[config.mk]
export PLATFORM = sky130hd
export DESIGN_NAME = decode_queue
export DESIGN_NICKNAME = d
export VERILOG_FILES = /design/src/rtl/decode_queue.sv
export SDC_FILE = /design/constraint.sdc
export NUM_CORES = 1
export LEC_CHECK = 0
export ABC_AREA = 1
export CORE_MARGIN = 10
export CORE_UTILIZATION = 55
export CTS_CLUSTER_SIZE = 8
export DETAILED_ROUTE_END_ITERATION = 8
export GPL_TIMING_DRIVEN = 0
export PLACE_DENSITY = 0.74
export SKIP_CTS_REPAIR_TIMING = 1
export SLEW_MARGIN = 30
export SYNTH_ARGS = -nofsm -noshare
export SYNTH_HDL_FRONTEND = slang
export SYNTH_SLANG_ARGS = --single-unit
[constraint.sdc]
create_clock -name clk_in -period 10.5 [get_ports clk_in]
set_clock_uncertainty 0.15 [all_clocks]
set_input_delay 2.1 -clock clk_in [delete_from_list [all_inputs] [get_ports clk_in]]
set_output_delay 2.1 -clock clk_in [all_outputs]
set_load 0.005 [all_outputs]
[src/rtl/decode_queue.sv]
// decode_queue: RV32I decode stage with a circular queue between fetch and dispatch.
// Each instruction is decoded as it is enqueued, so the head entry is already decoded when dispatch sees it.
module decode_queue #(
  parameter int DEPTH  = 8,
  parameter int ADDR_W = 32,
  parameter int OP_W   = 6
) (
  input  logic                     clk_in,
  input  logic                     rst_in,
  input  logic                     rdy_in,
  input  logic                     flush_in,
  input  logic                     enq_valid_in,
  output logic                     enq_ready_out,
  input  logic [31:0]              enq_instr_in,
  input  logic [ADDR_W-1:0]        enq_pc_in,
  output logic                     deq_valid_out,
  input  logic                     deq_ready_in,
  output logic [OP_W-1:0]          deq_opcode_out,
  output logic [4:0]               deq_rs1_out,
  output logic [4:0]               deq_rs2_out,
  output logic [4:0]               deq_rd_out,
  output logic [31:0]              deq_imm_out,
  output logic [ADDR_W-1:0]        deq_pc_out,
  output logic                     deq_illegal_out,
  output logic [$clog2(DEPTH):0]   count_out
);

  localparam int PTR_W = $clog2(DEPTH);
  localparam int CNT_W = PTR_W + 1;
  localparam logic [CNT_W-1:0] FULL_CNT = CNT_W'(DEPTH);

  // Internal opcode codes (const.v numbering)
  localparam logic [OP_W-1:0] OP_NULL  = OP_W'(0);
  localparam logic [OP_W-1:0] OP_LUI   = OP_W'(1);
  localparam logic [OP_W-1:0] OP_AUIPC = OP_W'(2);
  localparam logic [OP_W-1:0] OP_JAL   = OP_W'(3);
  localparam logic [OP_W-1:0] OP_JALR  = OP_W'(4);
  localparam logic [OP_W-1:0] OP_BEQ   = OP_W'(5);
  localparam logic [OP_W-1:0] OP_BNE   = OP_W'(6);
  localparam logic [OP_W-1:0] OP_BLT   = OP_W'(7);
  localparam logic [OP_W-1:0] OP_BGE   = OP_W'(8);
  localparam logic [OP_W-1:0] OP_BLTU  = OP_W'(9);
  localparam logic [OP_W-1:0] OP_BGEU  = OP_W'(10);
  localparam logic [OP_W-1:0] OP_LB    = OP_W'(11);
  localparam logic [OP_W-1:0] OP_LH    = OP_W'(12);
  localparam logic [OP_W-1:0] OP_LW    = OP_W'(13);
  localparam logic [OP_W-1:0] OP_LBU   = OP_W'(14);
  localparam logic [OP_W-1:0] OP_LHU   = OP_W'(15);
  localparam logic [OP_W-1:0] OP_SB    = OP_W'(16);
  localparam logic [OP_W-1:0] OP_SH    = OP_W'(17);
  localparam logic [OP_W-1:0] OP_SW    = OP_W'(18);
  localparam logic [OP_W-1:0] OP_ADDI  = OP_W'(19);
  localparam logic [OP_W-1:0] OP_SLTI  = OP_W'(20);
  localparam logic [OP_W-1:0] OP_SLTIU = OP_W'(21);
  localparam logic [OP_W-1:0] OP_XORI  = OP_W'(22);
  localparam logic [OP_W-1:0] OP_ORI   = OP_W'(23);
  localparam logic [OP_W-1:0] OP_ANDI  = OP_W'(24);
  localparam logic [OP_W-1:0] OP_SLLI  = OP_W'(25);
  localparam logic [OP_W-1:0] OP_SRLI  = OP_W'(26);
  localparam logic [OP_W-1:0] OP_SRAI  = OP_W'(27);
  localparam logic [OP_W-1:0] OP_ADD   = OP_W'(28);
  localparam logic [OP_W-1:0] OP_SUB   = OP_W'(29);
  localparam logic [OP_W-1:0] OP_SLL   = OP_W'(30);
  localparam logic [OP_W-1:0] OP_SLT   = OP_W'(31);
  localparam logic [OP_W-1:0] OP_SLTU  = OP_W'(32);
  localparam logic [OP_W-1:0] OP_XOR   = OP_W'(33);
  localparam logic [OP_W-1:0] OP_SRL   = OP_W'(34);
  localparam logic [OP_W-1:0] OP_SRA   = OP_W'(35);
  localparam logic [OP_W-1:0] OP_OR    = OP_W'(36);
  localparam logic [OP_W-1:0] OP_AND   = OP_W'(37);

  typedef struct packed {
    logic [OP_W-1:0]   opcode;
    logic [4:0]        rs1;
    logic [4:0]        rs2;
    logic [4:0]        rd;
    logic [31:0]       imm;
    logic [ADDR_W-1:0] pc;
    logic              illegal;
  } entry_t;

  logic [PTR_W-1:0] head_q, head_d, tail_q, tail_d;
  logic [CNT_W-1:0] count_q, count_d;
  entry_t           entries_q [DEPTH];
  entry_t           entries_d [DEPTH];
  entry_t           dec_entry;
  logic             enq_fire, deq_fire;

  assign enq_ready_out = (count_q < FULL_CNT);
  assign deq_valid_out = (count_q != '0);
  assign count_out     = count_q;
  assign enq_fire      = enq_valid_in & enq_ready_out & rdy_in;
  assign deq_fire      = deq_valid_out & deq_ready_in & rdy_in;

  assign deq_opcode_out  = entries_q[head_q].opcode;
  assign deq_rs1_out     = entries_q[head_q].rs1;
  assign deq_rs2_out     = entries_q[head_q].rs2;
  assign deq_rd_out      = entries_q[head_q].rd;
  assign deq_imm_out     = entries_q[head_q].imm;
  assign deq_pc_out      = entries_q[head_q].pc;
  assign deq_illegal_out = entries_q[head_q].illegal;

  // Decode the offered instruction; anything unsupported collapses to a zeroed NULL entry flagged illegal
  always_comb begin
    logic [31:0] ins;
    logic [2:0]  f3;
    logic [6:0]  f7;
    ins = enq_instr_in;
    f3  = ins[14:12];
    f7  = ins[31:25];
    dec_entry         = '0;
    dec_entry.pc      = enq_pc_in;
    dec_entry.rs1     = ins[19:15];
    dec_entry.rs2     = ins[24:20];
    dec_entry.rd      = ins[11:7];
    dec_entry.opcode  = OP_NULL;
    case (ins[6:0])
      7'b0110111, 7'b0010111: begin
        dec_entry.opcode = (ins[5]) ? OP_LUI : OP_AUIPC;
        dec_entry.rs1    = '0;
        dec_entry.rs2    = '0;
        dec_entry.imm    = {ins[31:12], 12'b0};
      end
      7'b1101111: begin
        dec_entry.opcode = OP_JAL;
        dec_entry.rs1    = '0;
        dec_entry.rs2    = '0;
        dec_entry.imm    = {{11{ins[31]}}, ins[31], ins[19:12], ins[20], ins[30:21], 1'b0};
      end
      7'b1100111: begin
        dec_entry.opcode = (f3 == 3'b000) ? OP_JALR : OP_NULL;
        dec_entry.rs2    = '0;
        dec_entry.imm    = {{20{ins[31]}}, ins[31:20]};
      end
      7'b1100011: begin
        case (f3)
          3'b000:  dec_entry.opcode = OP_BEQ;
          3'b001:  dec_entry.opcode = OP_BNE;
          3'b100:  dec_entry.opcode = OP_BLT;
          3'b101:  dec_entry.opcode = OP_BGE;
          3'b110:  dec_entry.opcode = OP_BLTU;
          3'b111:  dec_entry.opcode = OP_BGEU;
          default: dec_entry.opcode = OP_NULL;
        endcase
        dec_entry.rd  = '0;
        dec_entry.imm = {{19{ins[31]}}, ins[31], ins[7], ins[30:25], ins[11:8], 1'b0};
      end
      7'b0000011: begin
        case (f3)
          3'b000:  dec_entry.opcode = OP_LB;
          3'b001:  dec_entry.opcode = OP_LH;
          3'b010:  dec_entry.opcode = OP_LW;
          3'b100:  dec_entry.opcode = OP_LBU;
          3'b101:  dec_entry.opcode = OP_LHU;
          default: dec_entry.opcode = OP_NULL;
        endcase
        dec_entry.rs2 = '0;
        dec_entry.imm = {{20{ins[31]}}, ins[31:20]};
      end
      7'b0100011: begin
        case (f3)
          3'b000:  dec_entry.opcode = OP_SB;
          3'b001:  dec_entry.opcode = OP_SH;
          3'b010:  dec_entry.opcode = OP_SW;
          default: dec_entry.opcode = OP_NULL;
        endcase
        dec_entry.rd  = '0;
        dec_entry.imm = {{20{ins[31]}}, ins[31:25], ins[11:7]};
      end
      7'b0010011: begin
        dec_entry.rs2 = '0;
        dec_entry.imm = {{20{ins[31]}}, ins[31:20]};
        case (f3)
          3'b000: dec_entry.opcode = OP_ADDI;
          3'b010: dec_entry.opcode = OP_SLTI;
          3'b011: dec_entry.opcode = OP_SLTIU;
          3'b100: dec_entry.opcode = OP_XORI;
          3'b110: dec_entry.opcode = OP_ORI;
          3'b111: dec_entry.opcode = OP_ANDI;
          3'b001: dec_entry.opcode = (f7 == 7'b0000000) ? OP_SLLI : OP_NULL;
          default: begin
            if (f7 == 7'b0000000)      dec_entry.opcode = OP_SRLI;
            else if (f7 == 7'b0100000) dec_entry.opcode = OP_SRAI;
            else                       dec_entry.opcode = OP_NULL;
          end
        endcase
        if (f3 == 3'b001 || f3 == 3'b101) dec_entry.imm = {27'b0, ins[24:20]};
      end
      7'b0110011: begin
        if (f7 == 7'b0000000) begin
          case (f3)
            3'b000:  dec_entry.opcode = OP_ADD;
            3'b001:  dec_entry.opcode = OP_SLL;
            3'b010:  dec_entry.opcode = OP_SLT;
            3'b011:  dec_entry.opcode = OP_SLTU;
            3'b100:  dec_entry.opcode = OP_XOR;
            3'b101:  dec_entry.opcode = OP_SRL;
            3'b110:  dec_entry.opcode = OP_OR;
            default: dec_entry.opcode = OP_AND;
          endcase
        end else if (f7 == 7'b0100000) begin
          case (f3)
            3'b000:  dec_entry.opcode = OP_SUB;
            3'b101:  dec_entry.opcode = OP_SRA;
            default: dec_entry.opcode = OP_NULL;
          endcase
        end
      end
      default: dec_entry.opcode = OP_NULL;
    endcase
    if (dec_entry.opcode == OP_NULL) begin
      dec_entry.illegal = 1'b1;
      dec_entry.rs1     = '0;
      dec_entry.rs2     = '0;
      dec_entry.rd      = '0;
      dec_entry.imm     = '0;
    end
  end

  // Next pointers, count and storage; flush wins over any same-cycle handshake, and rdy_in low freezes everything
  always_comb begin
    head_d    = head_q;
    tail_d    = tail_q;
    count_d   = count_q;
    entries_d = entries_q;
    if (rdy_in) begin
      if (flush_in) begin
        head_d  = '0;
        tail_d  = '0;
        count_d = '0;
      end else begin
        if (enq_fire) begin
          entries_d[tail_q] = dec_entry;
          tail_d            = tail_q + PTR_W'(1);
        end
        if (deq_fire) head_d = head_q + PTR_W'(1);
        case ({enq_fire, deq_fire})
          2'b10:   count_d = count_q + CNT_W'(1);
          2'b01:   count_d = count_q - CNT_W'(1);
          default: count_d = count_q;
        endcase
      end
    end
  end

  // Pointer and count registers with synchronous active-low reset
  always_ff @(posedge clk_in) begin
    if (!rst_in) begin
      head_q  <= '0;
      tail_q  <= '0;
      count_q <= '0;
    end else begin
      head_q  <= head_d;
      tail_q  <= tail_d;
      count_q <= count_d;
    end
  end

  // Entry storage is never reset; valid entries are tracked by count alone
  always_ff @(posedge clk_in) begin
    entries_q <= entries_d;
  end

endmodule
# Word level (Yosys, flattened, before mapping)
# Cells that the tools add are included.
# totals
ff_bits,698
out_inout_bits,92
in_bits,70
word_cells,144
# classes
bitwise_logic,7
mux,33
n_eq_ne,19
reduce_logical,18
magnitude_cmp,4
addsub,4
# op_table
cell,count
688-bit bitwise mux,1
86-bit binary-select mux with 3-bit select,1
86-bit demux with 3-bit select,1
86-bit two-way mux,3
32-bit case mux with 6 select lines,1
6-bit case mux with 8 select lines,1
47-bit two-way mux,1
6-bit case mux with 7 select lines,1
5-bit case mux with 7 select lines,1
32-bit two-way mux,1
5-bit two-way mux,6
"7-bit by 6-bit == test with 1-bit output, second input constant",4
4-bit case mux with 6 select lines,1
"7-bit == test, second input constant",3
4-bit case mux with 5 select lines,1
3-bit two-way mux,5
5-bit case mux with 3 select lines,1
"7-bit by 5-bit == test with 1-bit output, second input constant",2
"3-bit == test, second input constant",4
6-bit two-way mux,2
6-bit case mux with 2 select lines,1
"4-bit greater-or-equal comparator, second input constant",2
3-bit NOT with 4-bit output,2
4-bit case mux with 2 select lines,1
28 further kinds,38

# Logic depth before layout (Yosys ltp)
# Gate-level depths: netlist (run 1).
# logic_depth
ltp_word,8
ltp_mapped,15

# Worst setup path before layout (run 1)
# No wires, ideal clock.
# synth_path
path_type,input port to flip-flop
startpoint,input port enq_valid_in
endpoint,"register entries_q[430] (netlist name), enable pin"
arrival_ns,8.567
n_path_buf,0
required_time_ns,9.713
path_slack_ns,1.146
setup_time_ns,0.637
stages,5
path_cell_list,nand3_1 -> nor2_1 -> inv_1 -> or2_2 -> nor3_1
# synth_between
elab_chain_cells,3
# synth_lines
item,line_no,rtl
start: declaration,12,"input logic enq_valid_in,"
1-bit AND (2 in a row),92,assign enq_fire = enq_valid_in & enq_ready_out & rdy_in;
3-bit AND reduction (no line),n/a,
end signal: assignment,261,entries_q <= entries_d;
end: declaration,84,entry_t entries_q [DEPTH];
# Every way passes these cells.
# A chain may end at the register's enable or synchronous reset.

# Final worst setup path (run 1)
# layout_path
startpoint,register head_q[0]
endpoint,output port deq_imm_out[24]
# layout_between
elab_chain_cells,4
# layout_lines
item,line_no,rtl
start: declaration,82,"logic [PTR_W-1:0] head_q, head_d, tail_q, tail_d;"
start signal: assignment,249,head_q <= '0;
start signal: assignment,253,head_q <= head_d;
3-bit NOT with 4-bit output (not written as such),99,assign deq_imm_out = entries_q[head_q].imm;
86-bit binary-select mux with 3-bit select,99,
86-bit two-way mux (2 in a row),n/a,
end: declaration,22,"output logic [31:0] deq_imm_out,"
# Every way passes these cells. The select of a mux whose other input is x is not followed.

==> flow_metrics.env, run 1 <==
export IMPL_syn_to_final_growth_pct=21.5
export IMPL_synth_top_family_by_area="simple AND/OR/NAND/NOR gates"
export IMPL_core_area_mm2=0.0505
export IMPL_setup_slack_ps=4000
export IMPL_antenna_found_initial=0
export IMPL_die_area_mm2=0.0608
export IMPL_grt_pass1_wl_mm=117
export IMPL_final_min_clock_period_ps=6500
export IMPL_synth_top_cell_area_share=0.732
export IMPL_dp_hpwl_mm=51.3
export IMPL_hold_path_class="flip-flop to flip-flop"
export IMPL_ff2ff_setup_slack_ps=7220
export IMPL_peakVddDrop_mv=0.120
export IMPL_synth_area_leader_cell="edfxtp_1"
export IMPL_drive_above_1_share=0.0773
export IMPL_htree_levels=3
export IMPL_path_cells="inv_1, buf_2, clkbuf_1, clkbuf_1, o21ai_0, o22ai_1, nor2_1, a31oi_1, clkdlybuf4s50_1"
export IMPL_synthCells=2354
export IMPL_cts_path_max_buffers=3
export IMPL_ant_nets=0
export IMPL_synthAdderAreaFrac=0.00248
export IMPL_holdPathStages=2
export IMPL_nFillCells=3528
export IMPL_synth_nets=2429
export IMPL_final_core_util=0.679
export IMPL_cp_end_kind="output pin"
export IMPL_synth_xor_area_frac=0.000310
export IMPL_firstDrtPassIters=6
export IMPL_critPathArrivalTime_ps=4250
export IMPL_cts_buffers=97
export IMPL_rr_worst_depth=12
export IMPL_p_per_area_mw_per_mm2=176
export IMPL_ys_ff_latch=698
export IMPL_async_reset_ff_frac=0
export IMPL_initial_core_util=0.559
export IMPL_drv_slew=0
export IMPL_route_vias_total=20115
export IMPL_hold_viol_final=0
export IMPL_cts_sinks=698
export IMPL_synthFlopType="edfxtp_1"
export IMPL_routabilityCongestion=0.925
export IMPL_ys_top_cells_by_area="edfxtp_1, nor2_1, o21ai_0, a31oi_1, o22ai_1"
export IMPL_min_to="count_out[3]"
export IMPL_synth_compound_gate_area_share=0.106
export IMPL_period_share=0.619
export IMPL_rsz0062_at_grt="no"
export IMPL_grt_max_degree=23
export IMPL_drt_wl_total_mm=77.5
export IMPL_required_ps=8250
export IMPL_drc=0
export IMPL_synth_edf_count=688
export IMPL_ioPinCount=162
export IMPL_p_leak_nw=11.6
export IMPL_fin_hold_ws_ps=377
export IMPL_cts_tree="yes"
export IMPL_crit_top_cell="clkbuf_1"
export IMPL_rr_startpoint="count_out[3]"
export IMPL_maxCapViolations=0
export IMPL_finalSetupViolCount=0
export IMPL_vias_per_cell=5.98
export IMPL_syn_area_per_cell_um2=12.0
export IMPL_ys_warn_count=0
export IMPL_grt_ovfl_total=0
export IMPL_dp_cells=3239
export IMPL_drtIter0Drc=2355
export IMPL_cp_start_kind="flip-flop"
export IMPL_clk_pin_slew_worst_paths_ps=50
export IMPL_num_rows=82
export IMPL_max_stage_delay_ps=810
export IMPL_netlist_area_mm2=0.0282
export IMPL_numPortBuffers=158
export IMPL_worstMarginPinSlew_ps=1030
export IMPL_synth_simple_gate_area_frac=0.124
export IMPL_clk_latency_ps=640
export IMPL_cp_slowest_cell="clkbuf_1"
export IMPL_final_nets=2741
export IMPL_die_y_um=247
export IMPL_wl_per_cell_um=23.0
export IMPL_cts_root_buf="clkbuf_16"
export IMPL_die_w_um=247
export IMPL_status="finished, final reports clean"
export IMPL_fin_cells=3365
export IMPL_synth_mux_area_frac=0
export IMPL_r2r_end="entries_q[461]"
export IMPL_cp_max_fo=10
export IMPL_dp_slack_ps=4760
export IMPL_critPathKind="flip-flop to output pin"
export IMPL_holdCritStartpoint="count_out[3]"
export IMPL_seq_area_frac_synth=0.739
export IMPL_grt_usage=0.251
export IMPL_synth_cell_type_count=34
export IMPL_max_freq_ghz=0.154
export IMPL_grt_pass1_vias=20053
export IMPL_relSlewSlack=0.313
==> per-layer routing <==
metal,up-vias,share of wire,track usage
li1,9063,-,-
met2,1156,0.49,0.411
met5,-,0,0
met3,166,0.099,0.0478
met1,9730,0.39,0.328
met4,0,0.031,0.0994
==> stage by stage <==
| stage | setup TNS, ps | area (µm²) | total power, W |
|---|---|---|---|
| final | 0 | 34300 | 0.00604 |
| after floorplan | 0 | 28200 | 0.00320 |
| after detailed placement | 0 | 31600 | 0.00332 |
| after CTS | 0 | 34300 | 0.00605 |
| after global routing | 0 | 34300 | 0.00618 |
| after global placement | -691250 | 30600 | 0.00331 |
==> worst max-delay path: cells and delay by family (launching register included) <==
kind,cells,cell delay [ps]
AO/OA/AOI/OAI,3,810
buffers and inverters,5,2370
flip-flops,1,360
AND/OR/NAND/NOR,1,80
==> power breakdown <==
part / switching [W] / internal (W)
logic: 0.000130 / 0.0000806
clock network: 0.00109 / 0.00168
registers: 0.00000264 / 0.00306
==> state kept, by name (all words and copies together) (netlist names) <==
register   cells
entries_q    688
count_out      4
head_q         3
tail_q         3
==> layout by cell type, fill, tap and decap left out, drive strengths merged, types with 2 or more instances in the layout <==
cell           instances
a211oi                 2
a21oi                 14
a22oi                  5
a31oi                 86
buf                   83
clkbuf               236
clkdlybuf4s50        158
clkinv                 5
dfxtp                 10
edfxtp               688
ha                     4
inv                   52
nand2                114
nand3                 35
nor2                 742
nor3                   7
o21ai                356
o22ai                 86
or2                    2
==> cells in the mapped netlist, drive strengths merged, types with 2 or more instances <==
master and n:
a21oi 14, nor3 7, edfxtp 688, nor2 742
o22ai 86, inv 49, dfxtp 10, buf 28
clkinv 2, a211oi 2, o21ai 356, nand3 35
a31oi 86, clkbuf 117, a22oi 5, or2 2
nand2 114, ha 4
==> worst max-delay path by stage <==
stage / from / end
finish: head_q[0] / deq_imm_out[24]
global route: head_q[0] / deq_opcode_out[5]
CTS: head_q[0] / deq_opcode_out[5]
detailed placement: head_q[0] / deq_opcode_out[5]
global placement: rdy_in / entries_q[461]
floorplan: enq_valid_in / entries_q[430]
==> cell families after synthesis <==
family	Yosys count
AND/OR/NAND/NOR	903
flip-flops	698
adder cells (fa/ha/maj)	5
buffers and inverters	196
XOR/XNOR	1
AO/OA/AOI/OAI	551
==> area by class of cell <==
type	instances	area (µm²)	share of cell area
Antenna cell	1	2.50	0.0000730
Buffer	145	598	0.0175
Clock buffer	119	2550	0.0745
Clock inverter	6	78.8	0.00230
Inverter	51	194	0.00566
Multi-Input combinational cell	1460	6630	0.193
Sequential cell	698	20900	0.609
Tap cell	672	841	0.0245
Timing Repair Buffer	213	2520	0.0735
No activity file was read; power rests on OpenSTA's default activity.
==> run 2: changes to the inputs <==
clock period = 6.4 ns   (was 10.5 ns; I/O delays follow)
==> run 2 against run 1 <==
Sequential share of layout area up 0.13 points. Critical path depth unchanged. Sequential cell count did not move. Count of clock-buffer cells in the layout is 13 lower. Cell count decreased by 0.65%. Cell area shrank 0.22%. Largest cell class unchanged.
==> flow_metrics.env, run 2 (synthesis gave the netlist of run 1 again) <==
export IMPL_regMostFlops="entries_q"
export IMPL_hold_viol_final=0
export IMPL_p_sw_frac=0.200
export IMPL_ioPinCount=162
export IMPL_initial_core_util=0.559
export IMPL_peakVddDrop_mv=0.195
export IMPL_drive_above_1_share=0.0738
export IMPL_worstMarginPinSlew_ps=959
export IMPL_critPathKind="flip-flop to output pin"
export IMPL_maxCapViolations=0
export IMPL_max_stage_delay_ps=730
export IMPL_wl_per_cell_um=23.0
export IMPL_cts_root_buf="clkbuf_16"
export IMPL_cts_buffers=97
export IMPL_drv_slew=0
export IMPL_crit_top_cell="clkbuf_1"
export IMPL_antenna_found_initial=2
export IMPL_grt_pass1_vias=19759
export IMPL_final_cell_mix="nor2_1, edfxtp_1, o21ai_0"
export IMPL_htree_levels=3
export IMPL_cp_start_kind="flip-flop"
export IMPL_rsz0062_at_grt="no"
export IMPL_layout_commonest_cell="nor2_1"
export IMPL_path_cells="inv_1, buf_2, clkbuf_1, clkbuf_1, o21ai_0, o22ai_1, nor2_1, a31oi_1, clkdlybuf4s50_1"
export IMPL_die_w_um=247
export IMPL_clk_pin_slew_worst_paths_ps=50
export IMPL_firstDrtPassIters=6
export IMPL_grt_max_degree=23
export IMPL_fin_hold_ws_ps=355
export IMPL_relSlewSlack=0.361
export IMPL_route_vias_total=20027
export IMPL_drt_wl_total_mm=77.0
export IMPL_cp_startpoint="head_q[0]"
export IMPL_numPortBuffers=158
export IMPL_cp_end_kind="output pin"
export IMPL_multiInputGateArea_mm2=0.00664
export IMPL_cp_max_fo=10
export IMPL_p_leak_nw=11.5
export IMPL_fin_cells=3343
export IMPL_setup_tns_ps=0
export IMPL_seqPwrFrac=0.514
export IMPL_syn_to_final_growth_pct=21.2
export IMPL_grt_usage=0.250
export IMPL_routabilityCongestion=0.964
export IMPL_ant_nets=0
export IMPL_max_freq_ghz=0.176
export IMPL_cts_path_max_buffers=3
export IMPL_final_min_clock_period_ps=5680
export IMPL_holdCritStartpoint="count_out[2]"
export IMPL_regArea_mm2=0.0209
export IMPL_final_nets=2730
export IMPL_period_share=0.887
export IMPL_die_area_mm2=0.0608
export IMPL_die_y_um=247
export IMPL_hold_path_class="flip-flop to flip-flop"
export IMPL_vias_per_cell=5.99
export IMPL_comb_power_share=0.035
export IMPL_core_area_mm2=0.0505
export IMPL_num_rows=82
export IMPL_final_core_util=0.677
export IMPL_clkPwrFrac=0.451
export IMPL_required_ps=4970
export IMPL_drc=0
export IMPL_cp_buffers_inverters=5
export IMPL_grt_ovfl_total=0
export IMPL_critPathArrivalTime_ps=4250
export IMPL_drtIter0Drc=2432
export IMPL_rr_startpoint="count_out[3]"
export IMPL_cp_slowest_cell="clkbuf_1"
export IMPL_intPower_w=0.00782
export IMPL_grt_pass1_wl_mm=116
export IMPL_nFillCells=3543
export IMPL_status="finished, final reports clean"
export IMPL_cts_sinks=698
export IMPL_crit_family="buffers and inverters"
export IMPL_cts_tree="yes"
export IMPL_clk_latency_ps=630
export IMPL_p_per_area_mw_per_mm2=286
export IMPL_finalSetupViolCount=0
export IMPL_largest_reg_flops=688
export IMPL_dp_hpwl_mm=51.6
export IMPL_dp_cells=3228
export IMPL_p_switching_w=0.00195
## run 2: final cells by class
class                   count  area share
plain buffers             145      0.0175
repair buffers            202      0.0736
clock buffers             106      0.0720
clock inverters             8     0.00249
inverters                  51     0.00567
flip-flops and latches    698       0.610
well taps                 672      0.0246
multi-input cells        1460       0.194
diodes                      1   0.0000732
## run 2: stage by stage
step	area, µm²	total power, W	worst slack [ps]
after floorplan	28200	0.00525	198
after CTS	34200	0.00979	714
final	34200	0.00977	724
after global routing	34200	0.0100	586
after detailed placement	31600	0.00544	1480
after global placement	30700	0.00543	-3350
## run 2: tightest hold or removal path: stages (launching register included)
cell,delay [ps]
dfxtp_1,330
nand2_1,70
a21oi_1,50
## run 2: worst paths after layout
| check | endpoint | slack [ps] | cells past startpoint |
|---|---|---|---|
| setup / recovery | deq_imm_out[26] | 720 | 9 |
| hold / removal | count_out[2] | 350 | 2 |
| setup reg to reg | entries_q[480] | 3380 | 9 |
| hold reg to reg | count_out[2] | 350 | 2 |
## run 2: power groups by stage
stage	clock (W)	sequential (W)	combinational [W]
after floorplan	0	0.00511	0.000144
after global placement	0	0.00511	0.000323
after detailed placement	0	0.00511	0.000339
after CTS	0.00443	0.00502	0.000341
after global routing	0.00463	0.00502	0.000371
final	0.00441	0.00502	0.000343
## run 2: routing by layer
layer	vias to the layer above	wire length, µm	part of all wire	track usage
met5	-	0	0	0
met4	0	1910	0.025	0.0828
met1	9772	30100	0.39	0.330
li1	9013	-	-	-
met2	1098	37200	0.48	0.405
met3	144	7760	0.10	0.0568
